$ cat src/rtl/cajero_cliente.sv
// Customer-side sequencer for the ATM controller: presents card, PIN digits, type and amount,
// then turns the controller's response flags into one registered result code per transaction.
module cajero_cliente #(
  parameter int DIG_GAP = 0,
  parameter int TIMEOUT = 16
) (
  input  logic        Clk,
  input  logic        Reset,
  input  logic        REQ,
  input  logic [15:0] REQ_PIN,
  input  logic        REQ_TIPO,
  input  logic [31:0] REQ_MONTO,
  output logic        TARJETA_RECIBIDA,
  output logic [3:0]  DIGITO,
  output logic        DIGITO_STB,
  output logic        TIPO_TRANS,
  output logic        TIPO_STB,
  output logic [31:0] MONTO,
  output logic        MONTO_STB,
  input  logic        BALANCE_ACTUALIZADO,
  input  logic        ENTREGAR_DINERO,
  input  logic        FONDOS_INSUFICIENTES,
  input  logic        PIN_INCORRECTO,
  input  logic        ADVERTENCIA,
  input  logic        Bloqueo,
  output logic        BUSY,
  output logic        DONE,
  output logic [2:0]  RESULT,
  output logic        ADV_VISTA
);

  // state | meaning: IDLE wait REQ | CARD card shown | DIG digit strobe | GAP inter-digit pause
  //                  PIN_CHK type strobe, PIN verdict | MONTO amount held for response | FIN DONE pulse
  typedef enum logic [2:0] {S_IDLE, S_CARD, S_DIG, S_GAP, S_PIN_CHK, S_MONTO, S_FIN} state_t;

  localparam logic [7:0] GAP_LAST = (DIG_GAP > 0) ? 8'(DIG_GAP - 1) : 8'd0;
  localparam logic [7:0] TO_LAST  = 8'(TIMEOUT - 1);

  state_t      r_state, w_nstate;
  logic [1:0]  r_idx, w_idx;
  logic [7:0]  r_cnt, w_cnt;
  logic [7:0]  r_gap, w_gap;
  logic [2:0]  r_result, w_result;
  logic        r_adv, w_adv;
  logic        w_accept;
  logic [15:0] r_pin;
  logic        r_tipo;
  logic [31:0] r_monto;
  logic        r_tarjeta, r_dig_stb, r_tipo_o, r_tipo_stb, r_monto_stb, r_busy, r_done;
  logic [3:0]  r_digito;
  logic [31:0] r_monto_o;
  logic        w_in_txn;

  assign w_in_txn = (r_state != S_IDLE) && (r_state != S_FIN);

  always_comb begin
    w_nstate = r_state;
    w_idx    = r_idx;
    w_cnt    = r_cnt;
    w_gap    = r_gap;
    w_result = r_result;
    w_adv    = r_adv | ((r_state != S_IDLE) & ADVERTENCIA);
    w_accept = 1'b0;
    case (r_state)
      S_IDLE: if (REQ) begin
        w_accept = 1'b1;
        w_adv    = 1'b0;
        w_idx    = 2'd0;
        w_nstate = S_CARD;
      end
      S_CARD: w_nstate = S_DIG;
      S_DIG: begin
        if (r_idx == 2'd3) begin
          w_nstate = S_PIN_CHK;
        end else begin
          w_idx = r_idx + 2'd1;
          if (DIG_GAP > 0) begin
            w_nstate = S_GAP;
            w_gap    = GAP_LAST;
          end
        end
      end
      S_GAP: begin
        if (r_gap == 8'd0) w_nstate = S_DIG;
        else               w_gap    = r_gap - 8'd1;
      end
      S_PIN_CHK: begin
        if (PIN_INCORRECTO) begin
          w_result = 3'd3;
          w_nstate = S_FIN;
        end else begin
          w_cnt    = 8'd0;
          w_nstate = S_MONTO;
        end
      end
      S_MONTO: begin
        if (BALANCE_ACTUALIZADO) begin
          w_result = ENTREGAR_DINERO ? 3'd1 : 3'd0;
          w_nstate = S_FIN;
        end else if (FONDOS_INSUFICIENTES) begin
          w_result = 3'd2;
          w_nstate = S_FIN;
        end else if (r_cnt == TO_LAST) begin
          w_result = 3'd5;
          w_nstate = S_FIN;
        end else begin
          w_cnt = r_cnt + 8'd1;
        end
      end
      S_FIN:   w_nstate = S_IDLE;
      default: w_nstate = S_IDLE;
    endcase
    // a lockout overrides whatever else the controller reported this cycle
    if (w_in_txn && Bloqueo) begin
      w_result = 3'd4;
      w_nstate = S_FIN;
    end
  end

  always_ff @(posedge Clk or posedge Reset) begin
    if (Reset) begin
      r_state     <= S_IDLE;
      r_idx       <= 2'd0;
      r_cnt       <= 8'd0;
      r_gap       <= 8'd0;
      r_result    <= 3'd0;
      r_adv       <= 1'b0;
      r_pin       <= 16'd0;
      r_tipo      <= 1'b0;
      r_monto     <= 32'd0;
      r_tarjeta   <= 1'b0;
      r_digito    <= 4'd0;
      r_dig_stb   <= 1'b0;
      r_tipo_o    <= 1'b0;
      r_tipo_stb  <= 1'b0;
      r_monto_o   <= 32'd0;
      r_monto_stb <= 1'b0;
      r_busy      <= 1'b0;
      r_done      <= 1'b0;
    end else begin
      r_state  <= w_nstate;
      r_idx    <= w_idx;
      r_cnt    <= w_cnt;
      r_gap    <= w_gap;
      r_result <= w_result;
      r_adv    <= w_adv;
      if (w_accept) begin
        r_pin   <= REQ_PIN;
        r_tipo  <= REQ_TIPO;
        r_monto <= REQ_MONTO;
      end
      // outputs are registered from the state being entered
      r_tarjeta   <= (w_nstate != S_IDLE) && (w_nstate != S_FIN);
      r_busy      <= (w_nstate != S_IDLE);
      r_dig_stb   <= (w_nstate == S_DIG);
      if (w_nstate == S_DIG) r_digito <= r_pin[{w_idx, 2'b00} +: 4];
      r_tipo_stb  <= (w_nstate == S_PIN_CHK);
      if (w_nstate == S_PIN_CHK) r_tipo_o <= r_tipo;
      r_monto_stb <= (w_nstate == S_MONTO);
      if (w_nstate == S_MONTO) r_monto_o <= r_monto;
      r_done      <= (w_nstate == S_FIN);
    end
  end

  assign TARJETA_RECIBIDA = r_tarjeta;
  assign DIGITO           = r_digito;
  assign DIGITO_STB       = r_dig_stb;
  assign TIPO_TRANS       = r_tipo_o;
  assign TIPO_STB         = r_tipo_stb;
  assign MONTO            = r_monto_o;
  assign MONTO_STB        = r_monto_stb;
  assign BUSY             = r_busy;
  assign DONE             = r_done;
  assign RESULT           = r_result;
  assign ADV_VISTA        = r_adv;

endmodule

$ cat config.mk
export PLATFORM = sky130hd
export DESIGN_NAME = cajero_cliente
export DESIGN_NICKNAME = d
export VERILOG_FILES = /design/src/rtl/cajero_cliente.sv
export SDC_FILE = /design/constraint.sdc
export NUM_CORES = 1
export LEC_CHECK = 0
export BUFFER_PORTS_ARGS = -buffer_cell sky130_fd_sc_hd__buf_4
export CORE_AREA = 2 2 99 101
export CTS_BUF_LIST = sky130_fd_sc_hd__clkbuf_4
export CTS_CLUSTER_DIAMETER = 30
export CTS_CLUSTER_SIZE = 16
export DETAILED_ROUTE_END_ITERATION = 6
export DIE_AREA = 0 0 101 103
export MAX_ROUTING_LAYER = met4
export PLACE_DENSITY = 0.79
export SKIP_CTS_REPAIR_TIMING = 1
export SLEW_MARGIN = 20
export SYNTH_ARGS = -nofsm -noshare
export SYNTH_HDL_FRONTEND = slang
export SYNTH_SLANG_ARGS = --single-unit
$ cat constraint.sdc
create_clock -name Clk -period 4.6 [get_ports Clk]
set_clock_uncertainty 0.05 [all_clocks]
set_input_delay 0.69 -clock Clk [delete_from_list [all_inputs] [get_ports Clk]]
set_output_delay 0.69 -clock Clk [all_outputs]
set_load 0.01 [all_outputs]
==> results.yml <==
status:
  outcome: "complete, no violations"
cts:
  cts_buffers: 17
  cts_tree: "yes"
  root_buffer: "clkbuf_4"
  cts.sinks: 117
  clkLatencyLatePin_ps: 500
  htreeDepth: 4
  cts.path.max_buffers: 2
  clkSlewWorstSetupHoldPaths_ps: 100
critical_path:
  cpMaxStageDelayCell: "or3_2"
  cp-start-kind: "flop"
  cp.arrival_ps: 3430
  cp.required_ps: 4930
  max_stage_delay_ps: 900
  path_max_fanout: 33
  critPathCaptureType: "flop"
  crit_type: "reg2reg"
  path_cells: "nor4_1 > a31oi_2 > nor4_4 > or3_2 > mux2_1"
sta:
  setup-violations-final: 0
  fin_setup_tns_ps: 0
  slew_headroom_pct: 28.5
  fmax_ghz: 0.323
  hold_violations: 0
  rsz0062_at_grt: "false"
  min_period_ps: 3100
  whs_ps: 255
  fin_crit_sh_pct: 67.4
  worstMarginPinSlew_ps: 1070
  finalMaxSlewViolations: 0
synth:
  synth_edf_count: 0
  synth-seq-cells: 117
  synth_top_area_cell: "dfrtp_1"
  synth_ff_type: "dfrtp_1"
  syn_area_per_cell_um2: 14.2
  synthCells: 353
  synth_top_area_share_pct: 58.5
  synth_nets: 414
  netlist_area_um2: 5000
  synthArstFlopShare_pct: 100
  synthTopCellsByArea: "dfrtp_1 (59%), mux2_2 (12%), mux2_4 (8.7%), a21oi_1 (1.6%), xor2_1 (1.4%)"
  synth_cell_types: 52
  ys_warn_count: 0
  seq_area_frac_synth_pct: 58.5
placed_design:
  globalplace.congestion: 0.817
  dpl.hpwl_mm: 6.51
  portBuffers: 104
grt:
  grt.overflow.total: 0
  grt_pass1_vias: 3179
  antenna_found_initial: 0
  grt_usage_pct: 19.7
  grt_max_degree: 86
  grt_pass1_wl_mm: 15.2
drt:
  drtPass1Iterations: 4
  via_count: 3136
  ant_nets: 0
  via_per_inst: 5.32
  drt_iter0_markers: 105
  finalWirelength_mm: 9.38
  routedWlPerCell_um: 15.9
  route.detailed.drc: 0
cells_and_area:
  antennaDiodeCount: 0
  drive_gt1_share_pct: 48.6
  area_delta_synth_final_pct: 20.8
  nets: 524
pwr:
  power_density_nw_per_um2: 661
  ir_drop_uv: 373
  leakage_nw: 2.95
floorplan:
  dieArea_um2: 10400
  rows: 36
  fp.dieH_um: 103
  io_pins: 105
  initial_core_util_pct: 52.9
  core_area_um2: 9460
  die_w_um: 101
job:
  cap_violations: 0
min_path:
  hold_class: "in2async"
## layout make-up
type / instances / area [um^2]
Fill cell: 756 / 3420
Multi-Input combinational cell: 209 / 1900
Timing Repair Buffer: 106 / 796
Inverter: 12 / 50.0
Tap cell: 114 / 143
Clock buffer: 22 / 165
Sequential cell: 117 / 2930
Clock inverter: 9 / 62.6
## cells by family (layout without fill, tap and decap cells)
logic type,after synthesis,in the layout,synth area share [%]
and+or+nand+nor,67,67,7.98
adders and majority gates,3,3,0.750
DFF,117,117,58.5
muxes,91,91,22.5
xor gates and xnor gates,12,12,2.10
AOI/OAI and AO/OA,36,36,4.55
buffers and inverters,27,149,3.58
## worst paths after layout
| path | slack, ps | to | from | cells after the start |
|---|---|---|---|---|
| worst min-delay path | 250 | MONTO_STB$_DFF_PP0_ | Reset | 2 |
| worst max-delay path | 1500 | MONTO[29]$_DFFE_PP0N_ | r_gap[3]$_DFFE_PP0P_ | 5 |
| worst max register to register | 1500 | MONTO[29]$_DFFE_PP0N_ | r_gap[3]$_DFFE_PP0P_ | 5 |
| min in group Clk | 360 | r_pin[9]$_DFFE_PP0P_ | REQ_PIN[9] | 2 |
| worst min register to register | 430 | r_gap[7]$_DFFE_PP0P_ | r_gap[7]$_DFFE_PP0P_ | 1 |
| max in group asynchronous | 3300 | MONTO[24]$_DFFE_PP0N_ | Reset | 3 |
## cell usage after synthesis, types with 4 or more instances
library cell	instances
nand2_1	12
a211oi_1	5
mux2_4	29
mux2_1	4
and3_1	4
xnor2_1	4
mux2_2	53
xor2_1	8
inv_1	10
o21ai_0	6
mux2i_1	5
buf_6	4
a21oi_1	16
nor2_1	18
clkbuf_1	5
nand4_1	4
dfrtp_1	117
## power breakdown
part	total, mW	switching (mW)	internal, mW
logic	1.61	0.675	0.932
registers	1.75	0.278	1.47
clock network	0.634	0.351	0.283
total	3.99	1.30	2.69
## layer usage
metal	vias to the layer above	wire, um	part of all wire (%)	global-route usage, %
met1	1589	4150	44	24.6
met5	-	0	0	-
met2	74	4660	50	30.7
met3	14	448	4.8	6.58
li1	1459	-	-	-
met4	0	116	1.2	6.44
## stage by stage
step           cells  setup slack (ps)  utilization (%)  power [mW]  cell area (um^2)
2_1_floorplan    353               759                -        2.86              5000
3_3_place_gp     558              1530             61.4        3.31              5810
3_5_place_dp     558              1470             61.4        3.41              5810
6_report         589              1500             63.9        3.99              6040
4_1_cts          589              1450             63.8        4.04              6040
5_1_grt          589              1270             63.9        4.27              6040
## state kept, by name, indices dropped and copies added (netlist names), 2 cells and up
register,cells
RESULT,3
r_monto,32
MONTO,32
r_idx,2
DIGITO,4
r_state,3
r_cnt,8
r_pin,16
r_gap,8
## worst max-delay path: cells and delay by family (launching register included)
family	cells	cell delay [ps]
multiplexers	1	390
AO/OA/AOI/OAI	1	300
AND/OR/NAND/NOR	3	1770
flip-flops	1	440
## placed cells by master, fill, tap and decap left out, types with 2 or more instances in the layout
| master | count |
|---|---|
| dfrtp_1 | 117 |
| mux2_1 | 4 |
| a211oi_1 | 5 |
| nand3b_1 | 2 |
| inv_2 | 2 |
| o31a_1 | 2 |
| nand3_1 | 3 |
| clkinv_2 | 2 |
| clkinv_1 | 6 |
| and3_1 | 4 |
| clkbuf_4 | 22 |
| mux2i_1 | 5 |
| buf_4 | 106 |
| a21oi_1 | 16 |
| o21ai_0 | 6 |
| nor4_1 | 3 |
| mux2_2 | 53 |
| nor3_1 | 3 |
| mux2_4 | 29 |
| inv_1 | 9 |
| xor2_1 | 8 |
| ha_1 | 3 |
| nand2_1 | 12 |
| nand4_1 | 4 |
| xnor2_1 | 4 |
| nor2_1 | 18 |
No activity file was read; power rests on OpenSTA's default activity.
